<file path="config.mk">
export PLATFORM = sky130hd
export DESIGN_NAME = jkl_bank
export DESIGN_NICKNAME = d
export VERILOG_FILES = /design/src/rtl/jkl_bank.sv
export SDC_FILE = /design/constraint.sdc
export NUM_CORES = 1
export LEC_CHECK = 0
export ABC_AREA = 1
export BUFFER_PORTS_ARGS = -buffer_cell sky130_fd_sc_hd__buf_2
export CELL_PAD_IN_SITES_DETAIL_PLACEMENT = 2
export CELL_PAD_IN_SITES_GLOBAL_PLACEMENT = 2
export CORE_MARGIN = 5
export CORE_UTILIZATION = 27
export DETAILED_ROUTE_END_ITERATION = 12
export PLACE_DENSITY = 0.86
export SYNTH_ARGS = -nofsm -noshare
export SYNTH_HDL_FRONTEND = slang
export SYNTH_SLANG_ARGS = --single-unit
</file>
<file path="constraint.sdc">
create_clock -name clock -period 4.1 [get_ports clock]
set_input_delay 0.615 -clock clock [delete_from_list [all_inputs] [get_ports clock]]
set_output_delay 0.615 -clock clock [all_outputs]
set_load 0.01 [all_outputs]
</file>
<file path="src/rtl/jkl_bank.sv">
// jkl_bank: WIDTH-bit bank of JK flops with JK, count-up, count-down and shift modes.
// Define JKL_BANK_LOAD_EN to add a parallel load port that overrides enable and mode.
module jkl_bank #(
  parameter int               WIDTH       = 8,
  parameter logic [WIDTH-1:0] RESET_VALUE = '0
) (
  input  logic             clock,
  input  logic             reset,
  input  logic             e,
  input  logic [1:0]       mode,
  input  logic [WIDTH-1:0] j,
  input  logic [WIDTH-1:0] k,
  input  logic             ser_in,
  output logic [WIDTH-1:0] q,
  output logic [WIDTH-1:0] qnot,
  output logic             changed,
  output logic             tc
`ifdef JKL_BANK_LOAD_EN
  ,
  input  logic             load,
  input  logic [WIDTH-1:0] load_value
`endif
);

  typedef enum logic [1:0] {
    MODE_JK    = 2'b00,
    MODE_UP    = 2'b01,
    MODE_DOWN  = 2'b10,
    MODE_SHIFT = 2'b11
  } mode_t;

  logic [WIDTH-1:0] up_toggle;
  logic [WIDTH-1:0] down_toggle;
  logic [WIDTH-1:0] shifted;
  logic [WIDTH-1:0] j_eff;
  logic [WIDTH-1:0] k_eff;
  logic [WIDTH-1:0] q_next;
  logic             ones_run;
  logic             zeros_run;

  // Ripple-free toggle masks: bit i toggles when all lower bits are 1 (up) or 0 (down).
  always_comb begin
    up_toggle   = '0;
    down_toggle = '0;
    ones_run    = 1'b1;
    zeros_run   = 1'b1;
    for (int i = 0; i < WIDTH; i++) begin
      up_toggle[i]   = ones_run;
      down_toggle[i] = zeros_run;
      ones_run       = ones_run & q[i];
      zeros_run      = zeros_run & ~q[i];
    end
  end

  assign shifted = {q[WIDTH-2:0], ser_in};

  // Every mode is expressed as per-bit J/K drives into the same JK characteristic.
  always_comb begin
    j_eff = j;
    k_eff = k;
    case (mode_t'(mode))
      MODE_UP: begin
        j_eff = up_toggle;
        k_eff = up_toggle;
      end
      MODE_DOWN: begin
        j_eff = down_toggle;
        k_eff = down_toggle;
      end
      MODE_SHIFT: begin
        j_eff = shifted;
        k_eff = ~shifted;
      end
      default: begin
        j_eff = j;
        k_eff = k;
      end
    endcase
    q_next = (j_eff & ~q) | (~k_eff & q);
  end

  always_ff @(posedge clock) begin
    if (reset) begin
      q       <= RESET_VALUE;
      qnot    <= ~RESET_VALUE;
      changed <= 1'b0;
    end
`ifdef JKL_BANK_LOAD_EN
    else if (load) begin
      q       <= load_value;
      qnot    <= ~load_value;
      changed <= (load_value != q);
    end
`endif
    else if (e) begin
      q       <= q_next;
      qnot    <= ~q_next;
      changed <= (q_next != q);
    end else begin
      changed <= 1'b0;
    end
  end

  assign tc = ((mode_t'(mode) == MODE_UP) && (&q)) ||
              ((mode_t'(mode) == MODE_DOWN) && (q == '0));

endmodule

</file>
# == After elaboration in Yosys (flattened, before gate mapping) ==
# Index checks and enable logic that the tools add are counted.
# totals
inputBits,22
ramBits,0
romBits,0
register_bits,17
latch_bits,0
memories,0
output_inout_bits,18
# classes
addsub,0
eq_ne,4
n_lt_le_gt_ge,0
bitwise_logic,27
shifts,0
n_reduce_logical,6
muxes,2
multipliers,0
div,0
# op_table
operator,n
one-hot mux 8 bit (3 select lines),2
inverter 8 bit,4
bitwise AND 8 bit,2
bitwise AND 1 bit,12
logical NOT 8 bit,1
inequality test 8 bit,1
inverter 1 bit,8
OR 8 bit,1
AND reduction 8 bit,1
== test 2 bit (second input constant),2
== test 2 x 1 -> 1 bit (second input constant),1
logical AND 1 bit,2
OR reduction 2 bit,1
logical OR 1 bit,1

# == Logic depth before layout (Yosys ltp) ==
# depth
word_depth,12
mapped_depth,13

# == Least setup slack after synthesis ==
# Ideal clock, no wire load.
# synth_timing
path_kind,input-to-output
start,input port mode[1]
end,output port tc
required_ns,3.485
stages,7
arrival_time_ns,1.438
n_path_buf,0
slack_ns,2.047
path_cell_list,inv_2 nand2_2 inv_2 nand4_2 nor2_2 inv_2 o21ai_0
# synth_between
elab_chain_cells,3
# synth_lines
element,line,text
start: declaration,10,"input logic [1:0] mode,"
== test 2 x 1 -> 1 bit / == test 2 bit (equally long branches),"104, 105",
"logical AND 1 bit, on equally long branches","104, 105",
logical OR 1 bit *,104,assign tc = ((mode_t'(mode) == MODE_UP) && (&q)) ||
end: declaration,17,output logic tc
# Every way passes the cells marked *; elsewhere a longest branch is shown, timed or not.

# == Final worst setup path ==
# layout_timing
start,register q[0]
end,output port tc
# layout_between
elab_chain_cells,3
# layout_lines
element,line,text
start: declaration,14,"output logic [WIDTH-1:0] q,"
start signal: assignment,96,q <= q_next;
AND reduction 8 bit / logical NOT 8 bit (equally long branches),"104, 105",
"logical AND 1 bit, on equally long branches","104, 105",
logical OR 1 bit *,104,
# Marked as above.

==> flow_metrics.tcl <==
set metrics [dict create \
    run_status "finished, final reports clean" \
    grt-ovfl-total 0 \
    synth_top_cell_area_share 0.271 \
    yosysSeqAreaShare 0.271 \
    fin_util 0.340 \
    numCtsBuffers 3 \
    fin_nets 270 \
    drtAntennaViolNets 0 \
    vdd_drop_max_v 0.000198 \
    syn_nets 234 \
    ys_top_cells_by_area "dfxtp_1, nand2_1, nor2_1" \
    tightest_slew_ns 0.404 \
    rsz0062_at_grt "false" \
    cp_slowest_cell "dfxtp_1" \
    hold_ws_ns 0.469 \
    crit_family "simple AND/OR/NAND/NOR gates" \
    yosysTopAreaCell "dfxtp_1" \
    worst-path-buf-inv 2 \
    total_power_mw 0.459 \
    r2r_cells 11 \
    start_util 0.282 \
    synth_commonest_cells "nand2_1, nor2_1, dfxtp_1, nand3_1, inv_1" \
    place_area_mm2 0.00147 \
    syn_to_final_growth_pct 20.6 \
    max_freq_mhz 429 \
    fin_crit_sh 0.568 \
    ys_warn_count 0 \
    max_slew_margin 0.730 \
    grt_pass1_wl_um 7800 \
    hold_viol_final 0 \
    antenna_found_initial 0 \
    synthArstFlopShare 0 \
    grt_pass1_vias 1628 \
    cts.sinks 17 \
    cts_tree "done" \
    min_path_type "reg2reg" \
    dieHeight_um 78.1 \
    ys_ff_latch 17 \
    synth_area_mm2 0.00125 \
    synth_cell_type_count 25 \
    setup_viol 0 \
    dp_hpwl_um 3710 \
    rows 24 \
    critPathCaptureType "primary output" \
    switching_share 0.354 \
    drive_gt1_frac 0.255 \
    crit_fanout 10 \
    core_mm2 0.00444 \
    root_buffer "clkbuf_8" \
    start_kind "flip-flop" \
    clockBufferDepth 2 \
    dieArea_mm2 0.00611 \
    required_ns 3.48 \
    powerDensity_mw_per_mm2 304 \
    comb_power_share 0.304 \
    synth_ff_type "dfxtp_1" \
    num_vias 1498 \
    globalplace.congestion 0.765 \
    cp_slowest_stage_delay_ns 0.56 \
    p_int_mw 0.297 \
    final-max-slew-violation-count 0 \
    power_frac_clock 0.266 \
    ios 40 \
    crit_type "reg2out" \
    p_leak_nw 0.753 \
    drc 0 \
    cp.depth 7 \
    tns_ns 0 \
    synth_most_common_cell "nand2_1" \
    routed_via_density 5.01 \
    crit_arrival_ns 1.71 \
    routedWlPerCell_um 15.1 \
    holdBufCountCts 0 \
    die_w_um 78.1 \
    grtUsageTotal 0.154 \
    crit_chain "nand2_2 -> nor2_4 -> nand4_2 -> nor2_2 -> inv_2 -> o21ai_0 -> buf_2" \
    drtIter0Drc 55 \
    synth_edf_count 0 \
    hold_path_depth 2 \
    htreeDepth 1 \
    portBuffers 39 \
    cts_resized 0 \
    p_sw_mw 0.163 \
    cts_setup_buffers 0 \
    antenna_cells 0 \
    syn_avg_cell_area_um2 5.91 \
    final_cell_area_mm2 0.00151 \
    path_clk_slew_ns 0.06 \
    clock_skew_ns 0.00322 \
    synth_cells 212 \
    min_period_ns 2.33 \
    seqPwrFrac 0.430 \
    cap_violations 0 \
    grt_start_max_net_pins 16 \
    drt_wl_total_um 4510 \
    clk_latency_ns 0.25 \
    drtPass1Iterations 4 \
]
## worst min-delay path: stages, from the launching register on
cell     delay [ns]
dfxtp_1        0.32
o21ai_0        0.07
nand2_1        0.05
## path summary, 6_finish.rpt
kind	end	slack, ns	start
setup reg to reg	changed$_SDFF_PP0_	2.32	q[0]$_SDFFE_PP0P_
hold reg to reg	qnot[0]$_SDFFE_PP1P_	0.47	qnot[0]$_SDFFE_PP1P_
hold / removal	qnot[0]$_SDFFE_PP1P_	0.47	qnot[0]$_SDFFE_PP1P_
setup / recovery	tc	1.77	q[0]$_SDFFE_PP0P_
## state kept, by name (all words and copies together), names as in the netlist
signal   count
q            8
qnot         8
changed      1
## area by class of cell
type | count | area, µm²
fill | 586 | 2930
tap | 52 | 65.1
timing repair buffer | 39 | 195
sequential | 17 | 340
clock inverter | 1 | 5.00
clock buffer | 3 | 41.3
multi-input combinational | 167 | 790
inverter | 20 | 75.1
## metal layers
metal,up-vias,share of wire,GRT usage
met3,4,0.023,0.0137
met5,-,0,0
met4,0,0.0084,0.0367
met1,717,0.48,0.207
li1,754,-,-
met2,23,0.49,0.268
## power by group through the flow
stage / combinational (mW) / clock, mW / sequential, mW
after floorplan: 0.0911 / 0 / 0.199
after global placement: 0.134 / 0 / 0.200
after detailed placement: 0.141 / 0 / 0.201
after CTS: 0.142 / 0.128 / 0.197
after global routing: 0.161 / 0.133 / 0.200
final: 0.140 / 0.122 / 0.197
## cells by family (layout without fill, tap and decap cells)
| kind of cell | Yosys count | in the layout | synth area share |
|---|---|---|---|
| AOI/OAI and AO/OA | 30 | 30 | 0.135 |
| buffers and inverters | 28 | 63 | 0.0988 |
| DFF | 17 | 17 | 0.271 |
| and+or+nand+nor | 137 | 137 | 0.495 |
## cells in the final DEF (no fill, tap or decap), drive strengths merged, types with 3 or more instances in the layout
cell	n
nor2	36
buf	39
dfxtp	17
nand2	70
nand3	17
clkbuf	3
or2	4
nand4	10
inv	20
o21ai	13
a21oi	12
## per-stage QoR
stage | worst slack, ns | std cells
floorplan | 2.05 | 212
global placement | 1.82 | 295
global route | 1.57 | 299
CTS | 1.76 | 299
detailed placement | 1.79 | 295
finish | 1.77 | 299
Note: power is estimated with default switching activity, not from simulation.
